===== config.mk =====
export PLATFORM = sky130hd
export DESIGN_NAME = traffic_controller
export DESIGN_NICKNAME = d
export VERILOG_FILES = /design/src/rtl/traffic_pkg.sv /design/src/rtl/tick_gen.sv /design/src/rtl/traffic_controller.sv
export SDC_FILE = /design/constraint.sdc
export NUM_CORES = 1
export LEC_CHECK = 0
export CAP_MARGIN = 15
export CORE_ASPECT_RATIO = 0.75
export CORE_MARGIN = 3
export CORE_UTILIZATION = 25
export DETAILED_ROUTE_END_ITERATION = 6
export MAX_ROUTING_LAYER = met4
export PLACE_DENSITY_LB_ADDON = 0.12
export SLEW_MARGIN = 20
export SYNTH_ARGS = -nofsm -noshare
export SYNTH_HDL_FRONTEND = slang
export SYNTH_HIERARCHICAL = 1
export SYNTH_SLANG_ARGS = --single-unit

===== constraint.sdc =====
create_clock -name clk -period 6 [get_ports clk]
set_input_delay 1.2 -clock clk [delete_from_list [all_inputs] [get_ports clk]]
set_output_delay 1.2 -clock clk [all_outputs]
set_load 0.005 [all_outputs]

===== src/rtl/traffic_pkg.sv =====
// traffic_pkg: shared types and constants for the traffic_controller block.
//   state_e    - 3-bit controller state encoding (also exported on state_dbg)
//   LAMP_*     - one-hot lamp encodings, bit order {R,Y,G}
//   max_u      - unsigned max, used to size the seconds counter
//   main_lamp  - main-street lamp pattern for a given state
//   side_lamp  - side-street lamp pattern for a given state
package traffic_pkg;

  typedef enum logic [2:0] {
    StMainG1 = 3'd0,
    StMainG2 = 3'd1,
    StMainY  = 3'd2,
    StWalk   = 3'd3,
    StSideG1 = 3'd4,
    StSideGx = 3'd5,
    StSideY  = 3'd6
  } state_e;

  localparam logic [2:0] LAMP_R = 3'b100;
  localparam logic [2:0] LAMP_Y = 3'b010;
  localparam logic [2:0] LAMP_G = 3'b001;

  function automatic int unsigned max_u(input int unsigned a, input int unsigned b);
    return (a > b) ? a : b;
  endfunction

  function automatic logic [2:0] main_lamp(input state_e s);
    logic [2:0] lamp;
    case (s)
      StMainG1, StMainG2: lamp = LAMP_G;
      StMainY:            lamp = LAMP_Y;
      default:            lamp = LAMP_R;
    endcase
    return lamp;
  endfunction

  function automatic logic [2:0] side_lamp(input state_e s);
    logic [2:0] lamp;
    case (s)
      StSideG1, StSideGx: lamp = LAMP_G;
      StSideY:            lamp = LAMP_Y;
      default:            lamp = LAMP_R;
    endcase
    return lamp;
  endfunction

endpackage


===== src/rtl/tick_gen.sv =====
// tick_gen: one-second tick divider.
// Counts 0..CLK_HZ-1 and raises tick for the single cycle in which the count
// sits at CLK_HZ-1, so the first tick after reset is in cycle CLK_HZ.
// Ports:
//   clk  - clock, rising edge
//   rst  - synchronous active-high reset, clears the divider to 0
//   tick - one-cycle pulse every CLK_HZ cycles
module tick_gen #(
  parameter int unsigned CLK_HZ = 100_000_000
) (
  input  logic clk,
  input  logic rst,
  output logic tick
);

  localparam int unsigned DivW = (CLK_HZ > 1) ? $clog2(CLK_HZ) : 1;
  localparam logic [DivW-1:0] DivMax = DivW'(CLK_HZ - 1);

  if (CLK_HZ == 0) begin : g_bad_clk_hz
    $error("tick_gen: CLK_HZ must be nonzero");
  end

  logic [DivW-1:0] div_q;

  always_ff @(posedge clk) begin
    if (rst) begin
      div_q <= '0;
    end else if (div_q == DivMax) begin
      div_q <= '0;
    end else begin
      div_q <= div_q + DivW'(1);
    end
  end

  assign tick = (div_q == DivMax);

endmodule


===== src/rtl/traffic_controller.sv =====
// traffic_controller: two-way intersection controller with sensor-extended
// greens and an optional pedestrian walk phase.
// Build option: define PED_WALK_EN to include the walk request latch and the
// WALK state; without it WalkEn is ignored and WalkLight stays 0.
// Ports:
//   clk       - clock, rising edge
//   rst       - synchronous active-high reset
//   WalkEn    - pedestrian request (debounced, synchronous)
//   Sensor    - side-street traffic present (level)
//   MainLight - main-street lamps {R,Y,G}, one-hot
//   SideLight - side-street lamps {R,Y,G}, one-hot
//   WalkLight - pedestrian walk lamp
//   state_dbg - current state encoding
module traffic_controller
  import traffic_pkg::*;
#(
  parameter int unsigned CLK_HZ = 100_000_000,
  parameter int unsigned T_BASE = 6,
  parameter int unsigned T_EXT  = 3,
  parameter int unsigned T_YEL  = 2,
  parameter int unsigned T_WALK = 3
) (
  input  logic       clk,
  input  logic       rst,
  input  logic       WalkEn,
  input  logic       Sensor,
  output logic [2:0] MainLight,
  output logic [2:0] SideLight,
  output logic       WalkLight,
  output logic [2:0] state_dbg
);

  localparam int unsigned MaxDur = max_u(max_u(T_BASE, T_EXT), max_u(T_YEL, T_WALK));
  localparam int unsigned CntW   = $clog2(MaxDur) + 1;

  localparam logic [CntW-1:0] DurBase = CntW'(T_BASE);
  localparam logic [CntW-1:0] DurExt  = CntW'(T_EXT);
  localparam logic [CntW-1:0] DurYel  = CntW'(T_YEL);
  localparam logic [CntW-1:0] DurWalk = CntW'(T_WALK);

  // A zero duration would never reach the expiry count of 1.
  if (T_BASE == 0 || T_EXT == 0 || T_YEL == 0 || T_WALK == 0) begin : g_bad_duration
    $error("traffic_controller: all duration parameters must be nonzero");
  end

  logic tick;

  tick_gen #(
    .CLK_HZ(CLK_HZ)
  ) u_tick_gen (
    .clk  (clk),
    .rst  (rst),
    .tick (tick)
  );

  state_e          state_q, state_d;
  logic [CntW-1:0] cnt_q, cnt_d;
  logic            walk_req;

`ifdef PED_WALK_EN
  logic walk_req_q, walk_req_d;
  assign walk_req = walk_req_q;
`else
  logic unused_walk_en;
  assign walk_req       = 1'b0;
  assign unused_walk_en = WalkEn;
`endif

  // Next state and counter. Sensor and walk_req only matter in the expiring
  // tick cycle, so changes between ticks are ignored by construction.
  always_comb begin
    state_d = state_q;
    cnt_d   = cnt_q;
    if (tick) begin
      if (cnt_q == CntW'(1)) begin
        case (state_q)
          StMainG1: begin
            state_d = StMainG2;
            cnt_d   = Sensor ? DurExt : DurBase;
          end
          StMainG2: begin
            state_d = StMainY;
            cnt_d   = DurYel;
          end
          StMainY: begin
            if (walk_req) begin
              state_d = StWalk;
              cnt_d   = DurWalk;
            end else begin
              state_d = StSideG1;
              cnt_d   = DurBase;
            end
          end
`ifdef PED_WALK_EN
          StWalk: begin
            state_d = StSideG1;
            cnt_d   = DurBase;
          end
`endif
          StSideG1: begin
            if (Sensor) begin
              state_d = StSideGx;
              cnt_d   = DurExt;
            end else begin
              state_d = StSideY;
              cnt_d   = DurYel;
            end
          end
          StSideGx: begin
            state_d = StSideY;
            cnt_d   = DurYel;
          end
          default: begin
            state_d = StMainG1;
            cnt_d   = DurBase;
          end
        endcase
      end else begin
        cnt_d = cnt_q - CntW'(1);
      end
    end
  end

`ifdef PED_WALK_EN
  // Entry into WALK consumes the request; a request arriving on that same
  // cycle is lost on purpose, and requests during WALK are not latched.
  always_comb begin
    walk_req_d = walk_req_q;
    if (WalkEn && (state_q != StWalk)) begin
      walk_req_d = 1'b1;
    end
    if ((state_d == StWalk) && (state_q != StWalk)) begin
      walk_req_d = 1'b0;
    end
  end
`endif

  // Lamps are registered from the next state so they always match state_q.
  always_ff @(posedge clk) begin
    if (rst) begin
      state_q    <= StMainG1;
      cnt_q      <= DurBase;
      MainLight  <= LAMP_G;
      SideLight  <= LAMP_R;
`ifdef PED_WALK_EN
      walk_req_q <= 1'b0;
      WalkLight  <= 1'b0;
`endif
    end else begin
      state_q    <= state_d;
      cnt_q      <= cnt_d;
      MainLight  <= main_lamp(state_d);
      SideLight  <= side_lamp(state_d);
`ifdef PED_WALK_EN
      walk_req_q <= walk_req_d;
      WalkLight  <= (state_d == StWalk);
`endif
    end
  end

`ifndef PED_WALK_EN
  assign WalkLight = 1'b0;
`endif

  assign state_dbg = state_q;

endmodule


==> results.cfg <==
[outcome]
outcome = completed

[worst_setup_path]
worstPathRequired_ns = 6.22
path_cells = ha_1 -> nand4_1 -> or4_4 -> nor2_1 -> nand4bb_1 -> or4_1 -> a21oi_1
crit_path_max_fanout = 9
cp-end-kind = register
crit_path_start_kind = register
rrSetupSlack_ns = 2.94
max_stage_delay_ns = 0.60
cp.arrival_ns = 3.27
critPathKind = reg -> reg
worst_path_max_delay_cell = or4_1

[global_routing]
track_usage_pct = 10.35
grt_max_degree = 26
antenna_found_initial = 0
grt_pass1_wl_mm = 6.955
grt_pass1_vias = 1327
grt-ovfl-total = 0

[clock_tree]
clock_path_buffers = 2
cts_tree = yes
clk_pin_slew_worst_paths_ns = 0.08
clock_latency_ns = 0.29
h-tree-depth = 2
cts_resized = 0
hold_buffers = 0
cts.sinks = 40
cts_buffers = 5
root_buffer = clkbuf_8
postCtsSetupRepairBufs = 0

[detailed_routing]
antenna_left = 0
wirelength_mm = 4.141
dr.pass1.iters = 4
initialDrtViolationCount = 77
wl_per_cell_um = 12.47
via_per_inst = 4.813
num_vias = 1598
post-route-drc-count = 0

[placement]
place_congestion = 0.7155
place_inst = 324
io_buffers = 11
dp_hpwl_mm = 2.895
postPlaceCellArea_sq_um = 2120

[logic_synthesis]
syn-cell-area_sq_um = 1941
synthCells = 223
async_flop_share_pct = 0
synth_flop_cell = dfxtp_1
yosysSeqAreaShare_pct = 41.26
synth_edf_count = 0
ys_ff_latch = 40
synthesis.nets = 230
postSynthAreaPerCell_sq_um = 8.702
ys_warn_count = 6
ys_types = 49

[layout]
fin_nets = 237
fillers = 801
antenna_cells = 0
regArea_sq_um = 800.8
fin_area_sq_um = 2227
drive_gt1_share_pct = 7.792
area_growth_pct = 14.76
fin_cells = 332
multi_input_area_sq_um = 1056

[floorplanning]
die_w_um = 107.7
rows = 27
die_h_um = 82.30
coreArea_sq_um = 7432
start_util_pct = 26.11
top_level_ports = 14
die_area_sq_um = 8867

[timing]
hold_viol_final = 0
fin_skew_ns = 0.005356
fin_hold_ws_ns = 0.4656
min_period_ns = 3.059
max_freq_ghz = 0.3269
drv_slew = 0
rsz0062_at_grt = false
max_slew_margin_pct = 55.81
setup_viol = 0
finalSetupTns_ns = 0
post-route-period-util_pct = 50.99
worst_pin_slew_ns = 0.6610

[worst_hold_path]
hp-class = reg -> reg

[pwr]
p_leak_uw = 0.0006971
ir_worst_vdd_mv = 0.08449
power_density_nw_per_um2 = 224.9

[run]
cap_violations = 0
==> logic make-up (layout without fill, tap and decap cells) <==
group | count (synthesis) | after routing | share of synthesized area (%)
simple gates | 101 | 101 | 30.05
compound gates | 47 | 47 | 15.93
flops | 40 | 40 | 41.26
buf+inv | 18 | 26 | 4.707
xor+xnor | 12 | 12 | 5.416
fa+ha+maj | 3 | 3 | 1.934
other cells | 1 | 1 | 0.1932
mux | 1 | 1 | 0.5158
==> synth_stat cells (all sizes together) (6+ instances only) <==
cell	n	area (sq um)
dfxtp	40	800.8
nor2	24	90.09
a21oi	15	78.83
nand2	14	52.55
nand3	12	65.06
o21ai	9	45.04
buf	8	53.80
nand4	8	50.05
o31ai	8	60.06
or4	8	67.56
xor2	8	70.07
inv	7	26.28
or3	7	46.29
and3	6	38.79
==> worst max-delay path, delay by kind of cell, from the launching register on <==
kind	cells	cell delay (ns)
and+or+nand+nor	5	2.13
DFF	1	0.44
adders and majority gates	1	0.29
AOI/OAI and AO/OA	1	0.12
==> sequential cells by signal, indices dropped and copies added, names as in the netlist <==
name,count
MainLight,3
state_dbg,3
u_tick_gen/div_q,27
SideLight,3
cnt_q,4
==> area by class of cell <==
class                           instances  area share, %
Tap cell                              101          5.674
Inverter                                7          1.180
Sequential cell                        40          35.95
Multi-Input combinational cell        165          47.42
Timing Repair Buffer                   11          4.944
Clock buffer                            6          3.258
Clock inverter                          2          1.573
==> cells in the final DEF, fill, tap and decap left out, types with 6 or more instances in the layout <==
master,synthesis,final
a21oi_1,14,14
clkdlybuf4s50_1,0,11
dfxtp_1,40,40
inv_1,7,7
nand2_1,14,14
nand3_1,11,11
nand4_1,8,8
nor2_1,24,24
o21ai_0,9,9
o31ai_1,8,8
or4_1,6,6
xor2_1,8,8
==> power by group <==
part	total, uW	switching (uW)	internal (uW)
logic	12.9	7.63	5.26
clock network	217	93.0	123
registers	271	3.88	268
total	501	105	396
==> stage by stage <==
stage / worst slack [ns] / utilization [%] / total power (uW)
3_5_place_dp: 2.976 / 28.52 / 290.8
5_1_grt: 2.655 / 29.97 / 525.8
3_3_place_gp: 2.982 / 28.42 / 290.7
4_1_cts: 2.966 / 29.97 / 513.2
6_report: 2.941 / 29.97 / 500.8
2_1_floorplan: 3.562 / - / 286.5
==> final timing paths <==
path                                   start                              end  cells after the start
max           u_tick_gen/div_q[0]$_SDFF_PP0_          state_dbg[1]$_SDFF_PP0_                      7
max reg2reg   u_tick_gen/div_q[0]$_SDFF_PP0_          state_dbg[1]$_SDFF_PP0_                      7
min reg2reg  u_tick_gen/div_q[24]$_SDFF_PP0_  u_tick_gen/div_q[24]$_SDFF_PP0_                      1
min          u_tick_gen/div_q[24]$_SDFF_PP0_  u_tick_gen/div_q[24]$_SDFF_PP0_                      1
==> per-layer routing <==
| layer | up-vias | track usage, % | part of all wire, % |
|---|---|---|---|
| met3 | 2 | 2.797 | 3.8 |
| met1 | 740 | 16.16 | 59 |
| li1 | 838 | - | - |
| met2 | 18 | 12.16 | 36 |
| met4 | 0 | 3.405 | 0.63 |
| met5 | - | - | 0 |
Power figures use the tool's default switching activity.
